==> src/rtl/mem_port_arbiter.sv <==
`default_nettype none
// ============================================================================
//  Module   : mem_port_arbiter
//  Purpose  : Shares one single-port 32-bit word memory between an instruction
//             fetch requester (port 0) and a data load/store requester
//             (port 1). Round-robin arbitration, one transaction at a time,
//             IDLE -> ACCESS -> DONE. All memory-side signals are registered
//             and every access is checked for alignment and range before a
//             write strobe is allowed out.
//  Ports    : clk, rst_n               clock, async active-low reset
//             pX_req/we/addr/wdata     requester X transaction (held until ack)
//             pX_ack                   requester X completion, 1-cycle pulse
//             rsp_rdata, rsp_err       response of the acked transaction
//             mem_addr, MemWrite,
//             mem_write_data           registered memory interface
//             mem_read_data            combinational memory read of mem_addr
//             busy                     high while a transaction is in flight
//             gnt_cnt0, gnt_cnt1       saturating per-port grant counters
//  Revision : 1.0  initial release
// ============================================================================
module mem_port_arbiter #(
    parameter int unsigned MEM_WORDS = 8192,
    parameter logic [31:0] ERR_DATA  = 32'hDEAD_BEEF,
    parameter int unsigned CNT_W     = 16
) (
    input  logic             clk,
    input  logic             rst_n,
    input  logic             p0_req,
    input  logic             p0_we,
    input  logic [31:0]      p0_addr,
    input  logic [31:0]      p0_wdata,
    output logic             p0_ack,
    input  logic             p1_req,
    input  logic             p1_we,
    input  logic [31:0]      p1_addr,
    input  logic [31:0]      p1_wdata,
    output logic             p1_ack,
    output logic [31:0]      rsp_rdata,
    output logic             rsp_err,
    output logic [31:0]      mem_addr,
    output logic             MemWrite,
    output logic [31:0]      mem_write_data,
    input  logic [31:0]      mem_read_data,
    output logic             busy,
    output logic [CNT_W-1:0] gnt_cnt0,
    output logic [CNT_W-1:0] gnt_cnt1
);

    // First illegal byte address; one extra bit so 4*MEM_WORDS never wraps.
    localparam logic [32:0] ADDR_LIMIT = {MEM_WORDS[30:0], 2'b00};

    typedef enum logic [1:0] {
        S_IDLE   = 2'd0,
        S_ACCESS = 2'd1,
        S_DONE   = 2'd2
    } state_t;

    state_t             state_q;
    logic               last_grant_q;
    logic               win_q;
    logic               we_q;
    logic               illegal_q;
    logic [31:0]        mem_addr_q;
    logic [31:0]        mem_wdata_q;
    logic               memwrite_q;
    logic [31:0]        rsp_rdata_q;
    logic               rsp_err_q;
    logic               ack0_q;
    logic               ack1_q;
    logic [CNT_W-1:0]   cnt0_q;
    logic [CNT_W-1:0]   cnt1_q;

    // Arbitration and legality of the request presented this cycle.
    logic               grant_any_d;
    logic               win_d;
    logic               sel_we_d;
    logic [31:0]        sel_addr_d;
    logic [31:0]        sel_wdata_d;
    logic               sel_illegal_d;

    always_comb begin
        grant_any_d = p0_req | p1_req;
        // On a tie the port that did not win last time goes; otherwise
        // whichever single port is requesting.
        if (p0_req && p1_req) begin
            win_d = ~last_grant_q;
        end else begin
            win_d = ~p0_req;
        end
        sel_we_d      = win_d ? p1_we    : p0_we;
        sel_addr_d    = win_d ? p1_addr  : p0_addr;
        sel_wdata_d   = win_d ? p1_wdata : p0_wdata;
        sel_illegal_d = (sel_addr_d[1:0] != 2'b00) | ({1'b0, sel_addr_d} >= ADDR_LIMIT);
    end

    always_ff @(posedge clk or negedge rst_n) begin
        if (!rst_n) begin
            state_q      <= S_IDLE;
            last_grant_q <= 1'b1;
            win_q        <= 1'b0;
            we_q         <= 1'b0;
            illegal_q    <= 1'b0;
            mem_addr_q   <= '0;
            mem_wdata_q  <= '0;
            memwrite_q   <= 1'b0;
            rsp_rdata_q  <= '0;
            rsp_err_q    <= 1'b0;
            ack0_q       <= 1'b0;
            ack1_q       <= 1'b0;
            cnt0_q       <= '0;
            cnt1_q       <= '0;
        end else begin
            case (state_q)
                S_IDLE: begin
                    if (grant_any_d) begin
                        win_q        <= win_d;
                        we_q         <= sel_we_d;
                        illegal_q    <= sel_illegal_d;
                        mem_addr_q   <= sel_addr_d;
                        mem_wdata_q  <= sel_wdata_d;
                        // An illegal write never strobes the memory.
                        memwrite_q   <= sel_we_d & ~sel_illegal_d;
                        last_grant_q <= win_d;
                        if (!win_d) begin
                            if (cnt0_q != '1) cnt0_q <= cnt0_q + 1'b1;
                        end else begin
                            if (cnt1_q != '1) cnt1_q <= cnt1_q + 1'b1;
                        end
                        state_q      <= S_ACCESS;
                    end
                end
                S_ACCESS: begin
                    // Memory write (if any) and async read both resolve at this edge.
                    if (illegal_q) begin
                        rsp_rdata_q <= ERR_DATA;
                    end else if (we_q) begin
                        rsp_rdata_q <= '0;
                    end else begin
                        rsp_rdata_q <= mem_read_data;
                    end
                    rsp_err_q  <= illegal_q;
                    memwrite_q <= 1'b0;
                    ack0_q     <= ~win_q;
                    ack1_q     <= win_q;
                    state_q    <= S_DONE;
                end
                S_DONE: begin
                    ack0_q  <= 1'b0;
                    ack1_q  <= 1'b0;
                    state_q <= S_IDLE;
                end
                default: begin
                    ack0_q     <= 1'b0;
                    ack1_q     <= 1'b0;
                    memwrite_q <= 1'b0;
                    state_q    <= S_IDLE;
                end
            endcase
        end
    end

    assign p0_ack         = ack0_q;
    assign p1_ack         = ack1_q;
    assign rsp_rdata      = rsp_rdata_q;
    assign rsp_err        = rsp_err_q;
    assign mem_addr       = mem_addr_q;
    assign MemWrite       = memwrite_q;
    assign mem_write_data = mem_wdata_q;
    assign busy           = (state_q != S_IDLE);
    assign gnt_cnt0       = cnt0_q;
    assign gnt_cnt1       = cnt1_q;

endmodule
`default_nettype wire

==> config.mk <==
export PLATFORM = sky130hd
export DESIGN_NAME = mem_port_arbiter
export DESIGN_NICKNAME = d
export VERILOG_FILES = /design/src/rtl/mem_port_arbiter.sv
export SDC_FILE = /design/constraint.sdc
export NUM_CORES = 1
export LEC_CHECK = 0
export BUFFER_PORTS_ARGS = -buffer_cell sky130_fd_sc_hd__buf_2
export CAP_MARGIN = 20
export CORE_ASPECT_RATIO = 0.8
export CORE_MARGIN = 4
export CORE_UTILIZATION = 34
export DETAILED_ROUTE_END_ITERATION = 7
export HOLD_SLACK_MARGIN = 0.08
export SYNTH_ARGS = -nofsm -noshare
export SYNTH_HDL_FRONTEND = slang
export SYNTH_SLANG_ARGS = --single-unit
==> constraint.sdc <==
create_clock -name clk -period 1.6 [get_ports clk]
set_input_delay 0.16 -clock clk [delete_from_list [all_inputs] [get_ports clk]]
set_output_delay 0.16 -clock clk [all_outputs]
set_load 0.03 [all_outputs]
==> flow_summary.json, run 1 <==
{
  "crit_path_start_kind": "register",
  "yosysSeqAreaShare": 0.559,
  "dpl_worst_slack_ps": -243,
  "tritoncts_clock_tree": "built",
  "slew_headroom": 0.649,
  "hpwl_um": 14000,
  "post-synth-top-area-cell": "sky130_fd_sc_hd__dfrtp_1",
  "final_clock_skew_ps": 9.74,
  "synth.lib_cells_used.distinct": 42,
  "design.die.area_um2": 20400,
  "worst_skew_pair.late_latency_ps": 420,
  "synth_register_bits": 138,
  "grt_usage": 0.212,
  "grt_total_ovfl": 0,
  "finalCriticalPeriod_ps": 1660,
  "postSynthCellCount": 585,
  "final-instance-count-excl-fill": 1337,
  "initial_utilization": 0.351,
  "ratio_of_cells_with_drive_above_1_in_the_final_layout": 0.431,
  "hold_violations": 0,
  "final_nets": 1266,
  "final.setup.worst_slack_ps": -56.7,
  "grt_pass1_wl_um": 34800,
  "tightestPinTransition_ps": 522,
  "grt_antenna_before_repair": 2,
  "drt-vias-per-instance": 4.79,
  "final_core_utilization": 0.626,
  "violations": "setup timing",
  "cts.reportedPaths.clkPinSlew_ps": 60,
  "layout_worst_path_cycle_share": 1.04,
  "die_width_um": 159,
  "crit_fanout": 7,
  "netlist_top_cells_count": "137 x sky130_fd_sc_hd__dfrtp_1, 106 x sky130_fd_sc_hd__nand2_1, 85 x sky130_fd_sc_hd__o21ai_0, 67 x sky130_fd_sc_hd__mux2i_1, 26 x sky130_fd_sc_hd__a21oi_1",
  "gp_congestion": 0.785,
  "first_pass_drt_iterations": 4,
  "synth_ff_type": "sky130_fd_sc_hd__dfrtp_1",
  "numCtsBuffers": 17,
  "yosysWarnings": 0,
  "placement_rows": 43,
  "place_inst": 1143,
  "hold-worst-slack_ps": 71.3,
  "first_global_vias": 6681,
  "vias": 6404,
  "grt_max_degree": 57,
  "power-per-cell-area_nw_per_um2": 1690,
  "postSynthNetCount": 753,
  "root_buffer": "sky130_fd_sc_hd__clkbuf_16",
  "syn_area_um2": 6180,
  "clock_path_buffers": 2,
  "report.final.slew_viol_count": 0,
  "timing.setup.critical_path_class": "register to register",
  "hp-class": "primary input to register",
  "cts-htree-levels": 4,
  "synth_top_cells_by_area": "sky130_fd_sc_hd__dfrtp_1 55%, sky130_fd_sc_hd__mux2i_1 11%, sky130_fd_sc_hd__o21ai_0 6.9%",
  "timing.setup.tns_ps": -299,
  "dieHeight_um": 129,
  "drt_iter0_markers": 354,
  "postSynth.asyncResetShare": 1.00,
  "mean_syn_cell_area_um2": 10.6,
  "worst_ep_required_time_ps": 1900,
  "portBuffers": 298,
  "cellLeakagePower_nw": 5.59,
  "rsz_0062_raised_after_global_routing": "yes",
  "worst_ep_arrival_time_ps": 1950,
  "synthDominantCellAreaShare": 0.555,
  "fmax_ghz": 0.604,
  "ir_worst_vdd_v": 0.00105,
  "route.final.wire_length_um": 22500,
  "synth-edff-count": 0,
  "route.antenna.remaining_nets": 0,
  "syn_to_final_growth_pct": 78.1,
  "worstSetupEndpointType": "register",
  "coreArea_um2": 17600,
  "cap_viol_max_count": 0,
  "run_status": "complete, but fails checks",
  "drc": 0,
  "cts_sinks": 138,
  "setup_viol_count_final": 11,
  "yosys.cell_count.top_type": "sky130_fd_sc_hd__dfrtp_1",
  "io_pins": 299,
  "routed_wire_per_std_cell_um": 16.8
}
[where the power goes]
| part | switching [W] | internal (W) |
|---|---|---|
| logic | 0.00580 | 0.00318 |
| registers | 0.000711 | 0.00488 |
| clock network | 0.00167 | 0.00236 |
[path summary, 6_finish.rpt]
path | startpoint | to | slack, ps | depth (start not counted)
max | gnt_cnt1[1] | gnt_cnt1[1] | -60 | 6
min | p1_addr[22] | mem_addr[22] | 70 | 3
max reg2reg | gnt_cnt1[1] | gnt_cnt1[1] | -60 | 6
min reg2reg | mem_addr[1] | mem_addr[1] | 470 | 2
max in group asynchronous | rst_n | gnt_cnt1[5] | 830 | 3
min in group asynchronous | rst_n | rsp_rdata[15] | 190 | 2
[layout make-up]
class	count	area (um2)
fillers	1390	6580
inverters	9	33.8
flip-flops and latches	138	3480
clock inverters	15	178
clock buffers	17	425
repair buffers	527	3770
multi-input cells	405	2840
well taps	225	282
diodes	1	2.50
[cells in the final DEF, fill, tap and decap left out, drive strengths merged, types with 2 or more instances in the layout]
master       count
buf            375
dlygate4sd3    149
dfrtp          137
nand2          106
o21ai           91
mux2i           67
a21oi           26
xnor2           23
clkbuf          20
inv             18
nand4           16
nor2            11
nor4            11
a22o             8
nand3            7
xor2             6
mux2             4
and3             4
and4             3
nor3             3
nand2b           3
ha               2
bufinv           2
clkinvlp         2
a31oi            2
nor2b            2
clkinv           2
[routing by layer]
metal  GRT usage  routed length (um)
met5           0                  13
met4      0.0857                 674
met3      0.0666                1440
met2       0.361               11000
met1       0.253                9410
[worst max-delay path, stage by stage (launching register included)]
cell and delay, ps:
sky130_fd_sc_hd__dfrtp_2 390, sky130_fd_sc_hd__ha_4 150, sky130_fd_sc_hd__nand2_4 60, sky130_fd_sc_hd__nor4b_4 350, sky130_fd_sc_hd__a31oi_4 160, sky130_fd_sc_hd__buf_12 170
sky130_fd_sc_hd__mux2_2 260
[through the flow]
step	total power (W)	cell area (um2)
after CTS	0.0184	10700
after global placement	0.0138	8520
after floorplan	0.0108	6260
after global routing	0.0198	11000
final	0.0186	11000
after detailed placement	0.0139	8520
[logic make-up (layout without fill, tap and decap cells)]
kind of cell,Yosys count,after routing,share of synthesized area
muxes,71,71,0.116
other,0,1,0
buffers and inverters,42,568,0.0298
AOI/OAI and AO/OA,133,133,0.118
DFF,138,138,0.559
xor gates and xnor gates,29,29,0.0411
and+or+nand+nor,170,170,0.133
adders and majority gates,2,2,0.00405
[state kept, by name (all words and copies together), names as in the netlist, 2 cells and up]
register and cells:
gnt_cnt1 16, mem_write_data 32, gnt_cnt0 16, state_q 2, rsp_rdata 32, mem_addr 32
[what timing repair did]
item | in CTS | in global routing
cloned | 0 | 3
resized for setup | 8 | 45
endpoints found under the hold margin | 230 | 0
buffers inserted | 5 | 4
pin swaps | 14 | 30
endpoints found under the setup margin | 53 | 60
hold buffers | 149 | 0
Power figures use the tool's default switching activity.
==> run 2: changes to the inputs <==
--- a/config.mk
+++ b/config.mk
@@ -9,9 +9,10 @@
 export CAP_MARGIN = 20
 export CORE_ASPECT_RATIO = 0.8
 export CORE_MARGIN = 4
-export CORE_UTILIZATION = 34
+export CORE_UTILIZATION = 42
 export DETAILED_ROUTE_END_ITERATION = 7
 export HOLD_SLACK_MARGIN = 0.08
+export PLACE_DENSITY = 0.77
 export SYNTH_ARGS = -nofsm -noshare
 export SYNTH_HDL_FRONTEND = slang
 export SYNTH_SLANG_ARGS = --single-unit
==> flow_summary.json, run 2 (synthesized netlist as in run 1, its figures left out) <==
{
  "timing.rr.start": "gnt_cnt0[1]",
  "gp_congestion": 0.866,
  "comb_power_share": 0.483,
  "pwr-share-seq": 0.298,
  "root_buffer": "sky130_fd_sc_hd__clkbuf_16",
  "grt_total_ovfl": 0,
  "clock_path_buffers": 2,
  "slew_headroom": 0.643,
  "final_clock_skew_ps": 8.73,
  "portBuffers": 298,
  "hold_path_end": "mem_write_data[0]",
  "dieHeight_um": 117,
  "power.internal_w": 0.0108,
  "r2r_slack_ps": -110,
  "grt_pass1_wl_um": 34600,
  "rsz_0062_raised_after_global_routing": "yes",
  "worst-r2r-cell-count": 7,
  "timing.setup.critical_path_class": "register to register",
  "cell_type_group_with_the_largest_total_delay_on_the_critical_path": "flip-flops",
  "ratio_of_cells_with_drive_above_1_in_the_final_layout": 0.433,
  "final.setup.worst_slack_ps": -113,
  "coreArea_um2": 14300,
  "cts_sinks": 138,
  "total_switching_power_w": 0.00823,
  "capture_point_of_the_worst_reg_to_reg_path": "gnt_cnt0[13]",
  "drc": 0,
  "mostFrequentLayoutCell": "sky130_fd_sc_hd__buf_2",
  "first_pass_drt_iterations": 5,
  "routed_wire_per_std_cell_um": 18.2,
  "fmax_ghz": 0.584,
  "multi_input_gate_area_um2": 2810,
  "crit_path_top_delay_cell": "sky130_fd_sc_hd__dfrtp_2",
  "hpwl_um": 14100,
  "report.final.slew_viol_count": 0,
  "numCtsBuffers": 17,
  "switching_share": 0.433,
  "cp_cell_sequence": "ha_4 > nand3_4 > nor2_4 > buf_6 > a2111oi_4 > nand4_1 > xnor2_1",
  "drt_iter0_markers": 341,
  "drt-vias-per-instance": 5.12,
  "cts-htree-levels": 4,
  "ir_worst_vdd_v": 0.00146,
  "hp-class": "primary input to register",
  "hold_path_startpoint": "p1_wdata[0]",
  "grt_usage": 0.267,
  "layout.cells.most_common_list": "298 x sky130_fd_sc_hd__buf_2, 138 x sky130_fd_sc_hd__dlygate4sd3_1, 117 x sky130_fd_sc_hd__dfrtp_1, 103 x sky130_fd_sc_hd__nand2_1, 62 x sky130_fd_sc_hd__buf_4",
  "finalCriticalPeriod_ps": 1710,
  "die_width_um": 144,
  "clockPowerShare": 0.220,
  "cap_viol_max_count": 0,
  "hold_path_depth": 3,
  "cts.reportedPaths.clkPinSlew_ps": 60,
  "worst_ep_arrival_time_ps": 2000,
  "worstSetupEndpointType": "register",
  "crit_path_start_kind": "register",
  "design.die.area_um2": 16700,
  "vias": 6590,
  "violations": "setup timing",
  "route.final.wire_length_um": 23400,
  "syn_to_final_growth_pct": 75.3,
  "fin_total_pwr_w": 0.0190,
  "final_core_utilization": 0.755,
  "run_status": "complete, but fails checks",
  "worst_skew_pair.late_latency_ps": 410,
  "io_pins": 299,
  "critPathMaxStageDelay_ps": 450,
  "grt_max_degree": 87,
  "hold-worst-slack_ps": 57.6,
  "power-per-cell-area_nw_per_um2": 1760,
  "worst_ep_required_time_ps": 1890,
  "grt_antenna_before_repair": 1,
  "crit_fanout": 4,
  "final_nets": 1256,
  "tightestPinTransition_ps": 530,
  "cellLeakagePower_nw": 5.51,
  "initial_utilization": 0.431,
  "placement_rows": 39,
  "sequential_standard_cell_area_um2": 3480,
  "nFillCells": 927,
  "layout_worst_path_cycle_share": 1.07,
  "hold_violations": 0,
  "route.antenna.remaining_nets": 0,
  "tritoncts_clock_tree": "built",
  "first_global_vias": 6755,
  "setup_viol_count_final": 18,
  "timing.critical_path.buf_inv": 1
}
==> run 2: changes by cell type in the layout (fill, tap and decap cells not counted), sizes merged <==
cell	previous run	this run
bufinv	2	4
clkinv	2	4
buf	375	378
dlygate4sd3	149	138
clkbuf	20	22
inv	18	10
==> run 2: tightest hold or removal path: cells and delay by family <==
family | cells | cell delay, ps
AOI/OAI and AO/OA | 1 | 120
buffers and inverters | 1 | 70
muxes | 1 | 60
==> run 2: how the worst max path moves through the flow <==
| stage | slack [ps] | endpoint | startpoint | cells past startpoint |
|---|---|---|---|---|
| floorplan | -110 | gnt_cnt1[4] | gnt_cnt1[0] | 7 |
| global placement | -160 | gnt_cnt0[13] | last_grant_q | 5 |
| detailed placement | -250 | gnt_cnt0[13] | last_grant_q | 5 |
| CTS | -80 | gnt_cnt0[14] | last_grant_q | 5 |
| global route | -140 | gnt_cnt0[13] | gnt_cnt0[1] | 7 |
| finish | -110 | gnt_cnt0[13] | gnt_cnt0[1] | 7 |
==> run 2: what timing repair did <==
action,4_1_cts,5_1_grt
setup endpoints to repair,72,74
buffers inserted,4,5
resized for setup,13,78
hold buffers,133,5
endpoints found under the hold margin,221,3
pin swaps,13,18
cloned,0,2
==> run 2: power groups by stage <==
stage,registers [W],clock network (W),logic (W)
finish,0.00566,0.00418,0.00918
detailed placement,0.00567,0,0.00832
CTS,0.00562,0.00423,0.00868
global route,0.00583,0.00437,0.00986
floorplan,0.00825,0,0.00258
global placement,0.00558,0,0.00809
==> run 2: area by class of cell <==
type                    count  area share
repair buffers            517       0.337
flip-flops and latches    138       0.321
inverters                   9     0.00312
well taps                 184      0.0212
clock buffers              21      0.0425
diodes                      1    0.000231
clock inverters            11      0.0155
multi-input cells         405       0.259
==> run 2: layer usage <==
metal	GRT usage	wire length [um]	part of all wire
met2	0.473	12000	0.51
met4	0.131	950	0.041
met1	0.304	8720	0.37
met5	0	12	0.00051
met3	0.0630	1680	0.072
==> run 2: through the flow <==
step	setup WS, ps	instances	area (um2)	setup TNS, ps
6_report	-113	1286	10800	-733
5_1_grt	-143	1285	10800	-3580
4_1_cts	-80.4	1273	10500	-441
3_5_place_dp	-250	1104	8500	-4480
3_3_place_gp	-156	1104	8500	-2370
2_1_floorplan	-112	585	6260	-1240
